<file path="src/rtl/video_sync_gen.sv">
// Parametrised raster timing generator with frame-boundary mode switching and the PCW line timer.
// Define VIDEO_SYNC_TIMER_LATCH_EN to make o_timer an acknowledged level request with a missed-tick count.
module video_sync_gen #(
    parameter int HW          = 11,
    parameter int VW          = 10,
    parameter int H_FP        = 96,
    parameter int H_SYNC      = 64,
    parameter int H_BP        = 144,
    parameter int H_ACTIVE    = 720,
    parameter int PREFETCH    = 8,
    parameter int V0_FP       = 26,
    parameter int V0_SYNC     = 4,
    parameter int V0_BP       = 26,
    parameter int V0_ACTIVE   = 256,
    parameter int V1_FP       = 30,
    parameter int V1_SYNC     = 4,
    parameter int V1_BP       = 26,
    parameter int V1_ACTIVE   = 200,
    parameter int TIMER_LINES = 52,
    parameter int TIMER_W     = 6
) (
    input  logic          i_clk,
    input  logic          i_rst,
    input  logic          i_pix_stb,
    input  logic          i_mode,
`ifdef VIDEO_SYNC_TIMER_LATCH_EN
    input  logic          i_timer_ack,
    output logic [3:0]    o_timer_missed,
`endif
    output logic          o_mode,
    output logic          o_hs,
    output logic          o_vs,
    output logic          o_hblank,
    output logic          o_vblank,
    output logic          o_active,
    output logic          o_prefetch,
    output logic          o_linestart,
    output logic          o_screenstart,
    output logic          o_animate,
    output logic [HW-1:0] o_x,
    output logic [8:0]    o_y,
    output logic          o_timer
);

    localparam int HS_STA = H_FP;
    localparam int HS_END = HS_STA + H_SYNC;
    localparam int HA_STA = HS_END + H_BP;
    localparam int LINE   = HA_STA + H_ACTIVE;

    localparam int V0_VS_STA = V0_ACTIVE + V0_FP;
    localparam int V0_VS_END = V0_VS_STA + V0_SYNC;
    localparam int V0_SCREEN = V0_VS_END + V0_BP;
    localparam int V1_VS_STA = V1_ACTIVE + V1_FP;
    localparam int V1_VS_END = V1_VS_STA + V1_SYNC;
    localparam int V1_SCREEN = V1_VS_END + V1_BP;

    localparam logic [HW-1:0]      HS_STA_C = HW'(HS_STA);
    localparam logic [HW-1:0]      HS_END_C = HW'(HS_END);
    localparam logic [HW-1:0]      HA_STA_C = HW'(HA_STA);
    localparam logic [HW-1:0]      PF_STA_C = HW'(HA_STA - PREFETCH);
    localparam logic [HW-1:0]      H_LAST   = HW'(LINE - 1);
    localparam logic [HW-1:0]      H_ONE    = HW'(1);
    localparam logic [VW-1:0]      V_ONE    = VW'(1);
    localparam logic [TIMER_W-1:0] T_RELOAD = TIMER_W'(TIMER_LINES - 1);
    localparam logic [TIMER_W-1:0] T_ONE    = TIMER_W'(1);

    logic [HW-1:0]      h;
    logic [VW-1:0]      v;
    logic               mode;
    logic [TIMER_W-1:0] tcount;
    logic               timer;

    logic [VW-1:0] va, vs_sta, vs_end, v_last, tsync;
    logic [8:0]    y_max;
    logic          eol, tick, hblank, vblank;

    always_comb begin
        va     = mode ? VW'(V1_ACTIVE)     : VW'(V0_ACTIVE);
        vs_sta = mode ? VW'(V1_VS_STA)     : VW'(V0_VS_STA);
        vs_end = mode ? VW'(V1_VS_END)     : VW'(V0_VS_END);
        v_last = mode ? VW'(V1_SCREEN - 1) : VW'(V0_SCREEN - 1);
        tsync  = mode ? VW'(V1_VS_END + 2) : VW'(V0_VS_END + 2);
        y_max  = mode ? 9'(V1_ACTIVE - 1)  : 9'(V0_ACTIVE - 1);
    end

    assign eol  = (h == H_LAST);
    assign tick = i_pix_stb & eol & ((tcount == '0) | (v == tsync));

    // Mode is only sampled on the frame-wrap strobe, so a frame's length is fixed once it starts.
    always_ff @(posedge i_clk or posedge i_rst) begin
        if (i_rst) begin
            h      <= '0;
            v      <= '0;
            mode   <= 1'b0;
            tcount <= T_RELOAD;
        end else if (i_pix_stb) begin
            if (eol) begin
                h      <= '0;
                tcount <= tick ? T_RELOAD : tcount - T_ONE;
                if (v == v_last) begin
                    v    <= '0;
                    mode <= i_mode;
                end else begin
                    v <= v + V_ONE;
                end
            end else begin
                h <= h + H_ONE;
            end
        end
    end

`ifdef VIDEO_SYNC_TIMER_LATCH_EN
    logic [3:0] missed;

    // An ack coinciding with a tick leaves the request set and restarts the missed count.
    always_ff @(posedge i_clk or posedge i_rst) begin
        if (i_rst) begin
            timer  <= 1'b0;
            missed <= '0;
        end else if (i_timer_ack) begin
            timer  <= tick;
            missed <= '0;
        end else if (tick) begin
            timer <= 1'b1;
            if (timer && missed != 4'hF)
                missed <= missed + 4'd1;
        end
    end

    assign o_timer_missed = missed;
`else
    always_ff @(posedge i_clk or posedge i_rst) begin
        if (i_rst)
            timer <= 1'b0;
        else
            timer <= tick;
    end
`endif

    assign hblank        = (h < HA_STA_C);
    assign vblank        = (v >= va);
    assign o_timer       = timer;
    assign o_mode        = mode;
    assign o_hs          = ~((h >= HS_STA_C) & (h < HS_END_C));
    assign o_vs          = ~((v >= vs_sta) & (v < vs_end));
    assign o_hblank      = hblank;
    assign o_vblank      = vblank;
    assign o_active      = ~hblank & ~vblank;
    assign o_prefetch    = (h >= PF_STA_C) & ~vblank;
    assign o_x           = hblank ? '0 : h - HA_STA_C;
    assign o_y           = vblank ? y_max : 9'(v);
    assign o_linestart   = (h == '0);
    assign o_screenstart = (h == '0) & (v == '0);
    assign o_animate     = eol & (v == va - V_ONE);

endmodule

</file>
<file path="config.mk">
export PLATFORM = sky130hd
export DESIGN_NAME = video_sync_gen
export DESIGN_NICKNAME = d
export VERILOG_FILES = /design/src/rtl/video_sync_gen.sv
export SDC_FILE = /design/constraint.sdc
export NUM_CORES = 1
export LEC_CHECK = 0
export BUFFER_PORTS_ARGS = -buffer_cell sky130_fd_sc_hd__buf_4
export CORE_MARGIN = 2
export CORE_UTILIZATION = 50
export CTS_CLUSTER_DIAMETER = 40
export DETAILED_ROUTE_END_ITERATION = 8
export PLACE_DENSITY_LB_ADDON = 0.25
export SETUP_SLACK_MARGIN = 0.2
export SLEW_MARGIN = 20
export SYNTH_ARGS = -nofsm -noshare
export SYNTH_HDL_FRONTEND = slang
export SYNTH_SLANG_ARGS = --single-unit
export TNS_END_PERCENT = 10
</file>
<file path="constraint.sdc">
create_clock -name i_clk -period 4.88 [get_ports i_clk]
set_input_delay 0.488 -clock i_clk [delete_from_list [all_inputs] [get_ports i_clk]]
set_output_delay 0.488 -clock i_clk [all_outputs]
set_load 0.01 [all_outputs]
</file>
[Yosys cells after proc, flatten, opt, wreduce, memory -nomap -nowiden]
Cells that the tools add are included.
W data, S select, Z words.
Storage, ports and cells
  flip-flop bits (word level): 29
  latch bits: 0
  RAM bits: 0
  memory bits (read-only): 0
  bits of input ports: 4
  output and inout bits: 31
  logic and storage cells: 50
  memories kept: 0
Operators by class
  add/subtract/negate cells: 5
  multipliers: 0
  div/mod/pow operators: 0
  $lt $le $gt $ge: 7
  eq/ne operators: 4
  shifts and indexed selects: 0
  muxes and demuxes: 11
  bitwise gates (word level): 13
  reductions and logical operators: 5
Operators with widths (count)
  $mux W9: 5
  $mux W11: 2
  $eq A10 B9 Y1: 2
  $ge A10 B9 Y1: 2
  $mux W6: 3
  $add A11 B1 Y11 const B: 1
  $eq A11 B10 Y1 const B: 1
  $ge A11 B7 Y1 const B: 1
  $ge A11 B9 Y1 const B: 1
  $logic_not A11 Y1: 1
  $lt A11 B8 Y1 const B: 1
  $lt A11 B9 Y1 const B: 1
  $sub A11 B9 Y11 const B: 1
  $add A10 B1 Y10 const B: 1
  $eq A10 B10 Y1: 1
  $logic_not A10 Y1: 1
  $lt A10 B9 Y1: 1
  $mux W10: 1
  $sub A9 B1 Y10 const B: 1
  $and A1 B1 Y1: 8
  $logic_not A6 Y1: 1
  $sub A6 B1 Y6 const B: 1
  $not A1 Y1: 4
  $reduce_and A3 Y1: 1
  other kinds (2): 2

[Depth between registers and ports, before layout]
Gate-level depths: netlist of run 1.
  word-level depth: 5
  depth in mapped cells: 7
  mapped depth without buffers: 6

[Worst setup path after synthesis of run 1]
Ideal clock, no wire load.
  path kind: register to output
  from: register mode, in the netlist o_mode
  to: output o_animate
  arrival time: 2.220 ns
  required time: 4.392 ns
  path slack: 2.172 ns
  cell stages (with the launch flop): 6
  path buffers: 0
  path through: dfrtp_1 -> inv_1 -> ha_1 -> or3b_1 -> or4b_1 -> nor4_1
Between the ends
  word-level cells in the longest chain between the ends: 4
Ends and longest elaborated chain
  start, declared: line 69  | logic mode;
  start signal, assigned: line 102  | mode <= i_mode;
  $mux W9: line 78  | va = mode ? VW'(V1_ACTIVE) : VW'(V0_ACTIVE);
  $sub A9 B1 Y10: line 154  | assign o_animate = eol & (v == va - V_ONE);
  $eq A10 B10 Y1: line 154
  $and A1 B1 Y1: line 154
  end, declared: line 39  | output logic o_animate,
Every way passes these cells.

[Worst setup path after layout of run 1]
Ends and elaborated chain as after synthesis.

==> results of run 1 <==
state kept, by name (all words and copies together) (netlist names):
signal / cells
h: 11
o_mode: 1
o_timer: 1
tcount: 6
v: 10
cells by family (layout without fill, tap and decap cells):
family,Yosys count,in the layout,synth area share [%]
AOI/OAI and AO/OA,37,37,11.3
xor gates and xnor gates,13,13,5.26
adders and majority gates,18,18,10.4
buffers and inverters,28,61,5.26
DFF,29,29,33.7
muxes,7,7,3.52
and+or+nand+nor,109,109,30.5
cell usage in the layout (no fill, tap or decap), types with 2 or more instances in the layout:
cell      instances
nor3_1            8
a31oi_1           2
inv_1            16
nand4_1          10
a21oi_1           7
o21ai_0          12
xnor2_1          10
clkbuf_8          7
a211o_1           2
and3_1            2
xor2_1            3
nand2b_1          3
nor2_1           22
nand2_1          15
o31ai_1           3
nor4_1            4
nand3_1           9
and4_1            3
nor3b_1           4
buf_4            37
mux2i_1           5
or4_1             3
a21o_1            3
nor2b_1           5
dfstp_2           4
ha_1             18
and2_1            3
dfrtp_1          25
metrics by stage:
step	utilization (%)	setup slack [ps]	total power [uW]	instances
2_1_floorplan	-	2170	475	241
6_report	62.5	1580	734	324
5_1_grt	62.5	1450	789	324
3_3_place_gp	60.0	1990	513	316
4_1_cts	62.5	1590	741	324
3_5_place_dp	60.0	1920	517	316
worst reg2reg max path: stages (launching register included):
cell and delay (ps):
dfrtp_1 530, inv_1 180, ha_1 330, or3b_1 410, or4_4 500, nor2_8 150, mux2_4 310
cell type report:
type / count / area share, %
clock buffer: 7 / 3.77
clock inverter: 1 / 0.196
inverter: 16 / 2.35
multi-input combinational: 184 / 51.7
sequential: 29 / 28.6
tap: 50 / 2.45
timing repair buffer: 37 / 10.9
path summary, 6_finish.rpt:
check | start | end | slack (ps) | depth (start not counted)
max reg2reg | o_mode | o_mode | 2350 | 6
max in group asynchronous | i_rst | tcount[1] | 4290 | 3
max | o_mode | o_animate | 1580 | 6
min reg2reg | tcount[5] | tcount[5] | 520 | 2
min in group i_clk | i_mode | o_mode | 430 | 2
min | i_rst | h[0] | 270 | 3
routing by layer:
| metal | GRT usage (%) | vias up | share of wire (%) |
|---|---|---|---|
| met1 | 29.4 | 900 | 50 |
| met2 | 27.2 | 50 | 44 |
| li1 | - | 932 | - |
| met3 | 3.34 | 10 | 3.6 |
| met4 | 8.76 | 0 | 2.3 |
| met5 | 0 | - | 0 |
power groups by stage:
stage | Combinational (uW) | Clock (uW) | Sequential, uW
after global routing | 209 | 239 | 341
after global placement | 176 | 0 | 337
final | 180 | 221 | 333
after CTS | 182 | 226 | 332
after floorplan | 175 | 0 | 300
after detailed placement | 180 | 0 | 337
==> results.json, run 1 <==
{
  "final_net_count": 295,
  "timing.final.crit_share_pct": 67.7,
  "holdWs_ps": 270,
  "synth_edf_count": 0,
  "cts_tree": "built",
  "worst_pin_slew_ps": 1050,
  "cp.required_ps": 4390,
  "synthTopCellsByCount": "dfrtp_1 (25), nor2_1 (22), ha_1 (18), inv_1 (16), nand2_1 (15)",
  "max_slew_margin_pct": 29.5,
  "status": "completed",
  "register_area_um2": 731,
  "dieWidth_um": 69.8,
  "synth_cell_type_count": 58,
  "synthArstFlopShare_pct": 100,
  "core.rowCount": 23,
  "endpoint_kind": "output pin",
  "worstHoldPathType": "input port to async pin",
  "num_antenna_cells": 0,
  "syn-cell-area_um2": 2170,
  "gp_congestion": 0.798,
  "cts_root_buffer": "clkbuf_8",
  "numClockSinks": 29,
  "start_util_pct": 53.0,
  "htree_levels": 2,
  "crit_slowest_cell": "dfrtp_1",
  "grt_setup_unrepaired": "no",
  "power_density_nw_per_um2": 288,
  "num_vias": 1892,
  "yosysTopAreaCell": "dfrtp_1",
  "area_delta_synth_final_pct": 17.9,
  "crit_buf_inv": 2,
  "core_area_um2": 4090,
  "crit_chain": "inv_1 > ha_1 > or3b_1 > or4b_1 > nor4_1 > buf_4",
  "post_cts_buffers": 0,
  "grt_start_max_net_pins": 30,
  "antenna_found_initial": 0,
  "detail_route.vias_per_cell": 5.84,
  "setup_tns_ps": 0,
  "grt_pass1_wl_mm": 7.71,
  "setup-violations-final": 0,
  "drive_above_1_share_pct": 22.3,
  "cts.clk_slew.worst_paths_ps": 60,
  "placed_area_um2": 2450,
  "critical_path_class": "flop to output pin",
  "p_int_uw": 483,
  "multiInputGateArea_um2": 1320,
  "num_io_pins": 35,
  "clkPwrFrac_pct": 30.1,
  "post-route-drc-count": 0,
  "ys_ff_latch": 29,
  "port_buffers": 34,
  "cts_buffer_depth": 2,
  "hpwlAfterDp_mm": 3.36,
  "fill_cells": 349,
  "switching_power_uw": 251,
  "synth_area_leaders": "dfrtp_1 (29%), ha_1 (10%), dfstp_2 (4.9%)",
  "die-area_um2": 4870,
  "wl_mm": 4.59,
  "p_comb_share_pct": 24.6,
  "path_delay_family": "simple AND/OR/NAND/NOR gates",
  "syn-num-nets": 263,
  "p_seq_share_pct": 45.3,
  "path_max_fanout": 10,
  "critPathLaunchType": "flop",
  "synthFlopType": "dfrtp_1",
  "wl_per_cell_um": 14.2,
  "synthMostInstantiatedCell": "dfrtp_1",
  "dr.pass1.iters": 4,
  "final_area_um2": 2550,
  "drt_iter0_drc": 141,
  "min_period_ps": 3300,
  "cts_hold_buf": 0,
  "final.setup_skew_ps": 4.48,
  "grt_pass1_vias": 1605,
  "grt_usage_pct": 19.6,
  "finalHoldViolations": 0,
  "worstPathArrival_ps": 2810,
  "seq_area_frac_synth_pct": 33.7,
  "syn-instance-count": 241,
  "clkLatencyLatePin_ps": 290,
  "drt.antenna.violating_nets": 0,
  "p_sw_share_pct": 34.2,
  "ir_drop_mv": 0.285,
  "cts_resized": 0,
  "yosysWarnings": 0,
  "syn_avg_cell_area_um2": 8.99,
  "drv_cap": 0,
  "die_height_um": 69.8,
  "synth.top_cell.area_share_pct": 28.9,
  "max_freq_mhz": 303,
  "overflow": 0,
  "critical_path.max_stage_delay_ps": 530,
  "cts_made_buffers": 5,
  "slew_viol_final": 0,
  "power.leakage_uw": 0.00123
}
(Power assumes the default switching activity.)
==> inputs of run 2 (changes only) <==
Clock period 4.88 ns to 2.9 ns, I/O delays scaled along.
==> run 2 against run 1 <==
  * Total power increased by 63%
  * Flip-flop and latch count is the same
  * First-iteration DRC count fell by 38%
  * Non-clock buffer count up 8
  * Register-to-register slack worse by 1700 ps
  * Wire length increased by 9.9%
  * Critical endpoint unchanged
  * Largest cell class unchanged
==> results.json, run 2 (synthesis results as in run 1) <==
{
  "largest_registers": "h: 11 flops, v: 10 flops, tcount: 6 flops",
  "setup_tns_ps": 0,
  "worstPathArrival_ps": 2400,
  "drt_iter0_drc": 87,
  "grt_setup_unrepaired": "yes",
  "cp.required_ps": 2610,
  "ir_drop_mv": 0.361,
  "dr.pass1.iters": 4,
  "die-area_um2": 4870,
  "cts_tree": "built",
  "post-route-drc-count": 0,
  "crit_end": "o_animate",
  "r2r_start": "o_mode",
  "top_register": "h",
  "num_antenna_cells": 0,
  "numClockSinks": 29,
  "setup-violations-final": 0,
  "register_area_um2": 731,
  "final_common_cell": "buf_4",
  "dieWidth_um": 69.8,
  "die_height_um": 69.8,
  "drive_above_1_share_pct": 25.9,
  "slew_viol_final": 0,
  "largest_reg_flops": 11,
  "setup.worst_path.start": "o_mode",
  "grt_pass1_vias": 1785,
  "cts_hold_buf": 0,
  "fill_cells": 364,
  "cts_root_buffer": "clkbuf_8",
  "critical_path_class": "flop to output pin",
  "min_period_ps": 2690,
  "num_io_pins": 35,
  "power.leakage_uw": 0.00127,
  "holdWs_ps": 68.2,
  "gp_congestion": 0.840,
  "worst_pin_slew_ps": 583,
  "overflow": 0,
  "r2r_cells": 6,
  "num_vias": 1959,
  "timing.final.crit_share_pct": 92.8,
  "grt_usage_pct": 21.5,
  "area_delta_synth_final_pct": 21.8,
  "cts_buffer_depth": 2,
  "worstHoldPathType": "input port to async pin",
  "cts_made_buffers": 5,
  "mostFrequentLayoutCells": "buf_4 (44), dfrtp_1 (25), nor2_1 (22), ha_1 (16), nand2_1 (15)",
  "antenna_found_initial": 0,
  "htree_levels": 2,
  "port_buffers": 34,
  "clkLatencyLatePin_ps": 290,
  "cts.clk_slew.worst_paths_ps": 60,
  "multiInputGateArea_um2": 1350,
  "path_max_fanout": 3,
  "final.setup_skew_ps": 3.95,
  "max_slew_margin_pct": 60.8,
  "grt_start_max_net_pins": 28,
  "endpoint_kind": "output pin",
  "max_freq_mhz": 372,
  "r2r_slack_ps": 610,
  "r2r-end": "o_mode",
  "power_density_nw_per_um2": 455,
  "wl_mm": 5.04,
  "drt.antenna.violating_nets": 0,
  "wl_per_cell_um": 15.2,
  "grt_pass1_wl_mm": 8.53,
  "finalHoldViolations": 0,
  "critPathLaunchType": "flop",
  "drv_cap": 0,
  "hpwlAfterDp_mm": 3.62,
  "final_net_count": 303,
  "core_area_um2": 4090,
  "start_util_pct": 53.0,
  "core.rowCount": 23,
  "detail_route.vias_per_cell": 5.90,
  "status": "completed"
}
-- run 2: how the worst min path moves through the flow --
stage           endpoint  cells after the start
2_1_floorplan       h[0]                      1
3_3_place_gp   tcount[5]                      2
3_5_place_dp   tcount[5]                      2
4_1_cts           o_mode                      2
5_1_grt             h[1]                      2
6_report         o_timer                      2
-- run 2: timing repair --
action                     4_1_cts  5_1_grt
setup buffers                    1        2
gates resized for setup          2        2
setup endpoints to repair        3       13
pin swaps                        1        2
-- run 2: critical path, cell delays in order, from the launching register on --
cell	delay (ps)
dfrtp_1	410
buf_4	160
ha_1	280
or3b_1	360
or4b_1	500
nor4_2	210
buf_4	180
-- run 2: routing by layer --
layer | global-route usage [%] | vias to the layer above | routed length [um]
li1 | - | 948 | -
met1 | 30.9 | 958 | 2390
met2 | 32.2 | 45 | 2330
met3 | 4.22 | 8 | 256
met4 | 7.69 | 0 | 71
met5 | 0 | - | 0
-- run 2: where the power goes --
group          internal (uW)  switching, uW  total (uW)  leakage, uW
Clock                    166            159         325    0.0000450
Sequential               455            108         563     0.000355
Combinational            145            167         312     0.000870
Total                    766            434        1200      0.00127
-- run 2: layout make-up --
class / instances / area share (%)
multi-input cells: 184 / 51.3
flip-flops and latches: 29 / 27.7
well taps: 50 / 2.37
inverters: 16 / 2.28
repair buffers: 45 / 13.3
clock buffers: 6 / 2.75
clock inverters: 2 / 0.379
-- run 2: stage by stage --
step / total power, uW / worst slack [ps] / std cells / utilization [%] / cell area, um2
after floorplan: 799 / 390 / 241 / - / 2170
after global placement: 864 / 414 / 321 / 60.9 / 2490
after detailed placement: 874 / 376 / 321 / 60.9 / 2490
after CTS: 1200 / 158 / 330 / 63.3 / 2590
after global routing: 1280 / 94.3 / 332 / 64.6 / 2640
final: 1200 / 210 / 332 / 64.6 / 2640
==> inputs of run 3 (changes only) <==
Settings changed: CTS_BUF_LIST set to sky130_fd_sc_hd__clkbuf_4, RECOVER_POWER set to 50.
==> run 3 against run 2 <==
  * Die area stayed put
  * Design area is 1.6% lower
  * Clock power is 24% lower
  * Via count is 0.26% lower
  * Sequential power hardly changed
  * First-iteration DRC count is 78% higher
  * Setup slack worse by 11 ps
  * Combinational power is 2% lower
  * Sequential share of layout area is 0.44 points higher
  * Critical path type unchanged
  * Critical endpoint unchanged
==> results.json, run 3 (synthesis results as in run 1) <==
{
  "status": "completed",
  "fill_cells": 363,
  "r2r_start": "h[5]",
  "final_area_um2": 2600,
  "p_int_uw": 699,
  "timing.final.crit_share_pct": 93.2,
  "p_sw_share_pct": 37.3,
  "dieWidth_um": 69.8,
  "core.rowCount": 23,
  "cts_tree": "built",
  "final_common_cell": "buf_4",
  "port_buffers": 34,
  "final_net_count": 306,
  "clkLatencyLatePin_ps": 340,
  "hold_start": "i_mode",
  "area_delta_synth_final_pct": 19.9,
  "detail_route.vias_per_cell": 5.83,
  "worst_pin_slew_ps": 1070,
  "gp_congestion": 0.840,
  "r2r_slack_ps": 550,
  "r2r-end": "v[8]",
  "fin_util_pct": 63.6,
  "total_power_uw": 1110,
  "hpwlAfterDp_mm": 3.62,
  "hold_end": "o_mode",
  "grt_start_max_net_pins": 28,
  "num_antenna_cells": 0,
  "cts_buffer_depth": 2,
  "p_seq_share_pct": 50.4,
  "largest_reg_flops": 11,
  "switching_power_uw": 416,
  "cts_hold_buf": 0,
  "drive_above_1_share_pct": 24.2,
  "grt_pass1_wl_mm": 8.68,
  "num_io_pins": 35,
  "wl_per_cell_um": 15.3,
  "worstPathArrival_ps": 2410,
  "antenna_found_initial": 0,
  "cp.required_ps": 2610,
  "drv_cap": 0,
  "p_comb_share_pct": 27.4,
  "grt_pass1_vias": 1814,
  "cts.clk_slew.worst_paths_ps": 90,
  "grt_usage_pct": 21.9,
  "max_slew_margin_pct": 28.5,
  "finalHoldViolations": 0,
  "die_height_um": 69.8,
  "final.setup_skew_ps": 5.73,
  "core_area_um2": 4090,
  "numClockSinks": 29,
  "cts_root_buffer": "clkbuf_4",
  "htree_levels": 2,
  "mostFrequentLayoutCells": "buf_4 (42), dfrtp_1 (25), nor2_1 (22), ha_1 (17)",
  "top_register": "h",
  "dr.pass1.iters": 4,
  "die-area_um2": 4870,
  "wl_mm": 5.11,
  "hold_depth": 2,
  "grt_setup_unrepaired": "yes",
  "post-route-drc-count": 0,
  "drt.antenna.violating_nets": 0,
  "path_max_fanout": 3,
  "start_util_pct": 53.0,
  "num_vias": 1954,
  "critical_path_class": "flop to output pin",
  "placed_area_um2": 2490,
  "critPathLaunchType": "flop",
  "largest_registers": "h: 11 flops, v: 10 flops, tcount: 6 flops",
  "overflow": 0,
  "ir_drop_mv": 0.359,
  "endpoint_kind": "output pin",
  "clkPwrFrac_pct": 22.2,
  "power.leakage_uw": 0.00127,
  "power_density_nw_per_um2": 429,
  "drt_iter0_drc": 155,
  "max_freq_mhz": 370,
  "worstHoldPathType": "input port to flop",
  "cts_made_buffers": 5,
  "r2r_cells": 6,
  "slew_viol_final": 0,
  "setup-violations-final": 0,
  "min_period_ps": 2700,
  "setup_tns_ps": 0
}
==> run 3: changes by cell type in the layout (fill, tap and decap cells not counted), sizes merged <==
cell | previous run | this run
buf | 45 | 43
clkbuf | 6 | 11
==> run 3: repair_timing <==
action,4_1_cts,5_1_grt
setup buffers,4,1
setup endpoints to repair,7,13
gates cloned,1,0
pin swaps,3,2
endpoints found under the hold margin,0,0
gates resized for setup,7,1
==> run 3: power groups by stage <==
stage               clock, uW  sequential (uW)  combinational (uW)
floorplan                   0              504                 295
CTS                       258              560                 313
global route              268              577                 348
global placement            0              567                 297
finish                    248              561                 305
detailed placement          0              568                 306
==> run 3: how the worst max path moves through the flow <==
stage                      start         to  slack, ps  depth (start not counted)
after floorplan           o_mode  o_animate        390                          5
after global placement    o_mode  o_animate        410                          6
after detailed placement  o_mode  o_animate        380                          6
after CTS                 o_mode  o_animate        200                          6
after global routing      o_mode     o_y[3]        120                          8
final                     o_mode  o_animate        200                          6
==> run 3: cell type report <==
type	count	area, um2	share of cell area (%)
clock buffers	6	45.0	1.73
clock inverters	2	10.0	0.385
inverters	16	60.1	2.31
multi-input cells	184	1350	51.8
flip-flops and latches	29	731	28.1
well taps	50	62.6	2.41
repair buffers	48	343	13.2
==> run 3: through the flow <==
stage / hold WS [ps] / setup slack [ps] / cells
2_1_floorplan: 365 / 390 / 241
3_3_place_gp: 505 / 414 / 321
3_5_place_dp: 508 / 376 / 321
4_1_cts: 166 / 198 / 334
5_1_grt: 176 / 118 / 335
6_report: 179 / 199 / 335
==> run 3: routing by layer <==
layer  wire (um)  global-route usage [%]
met1        2430                    31.7
met2        2340                    32.9
met3         241                    3.78
met4         102                    7.91
met5           0                       0
==> run 3: worst max-delay path: stages (launching register included) <==
cell,delay [ps]
dfrtp_1,430
buf_4,160
ha_1,280
or3b_1,370
or4b_4,510
nor4_4,170
buf_4,170
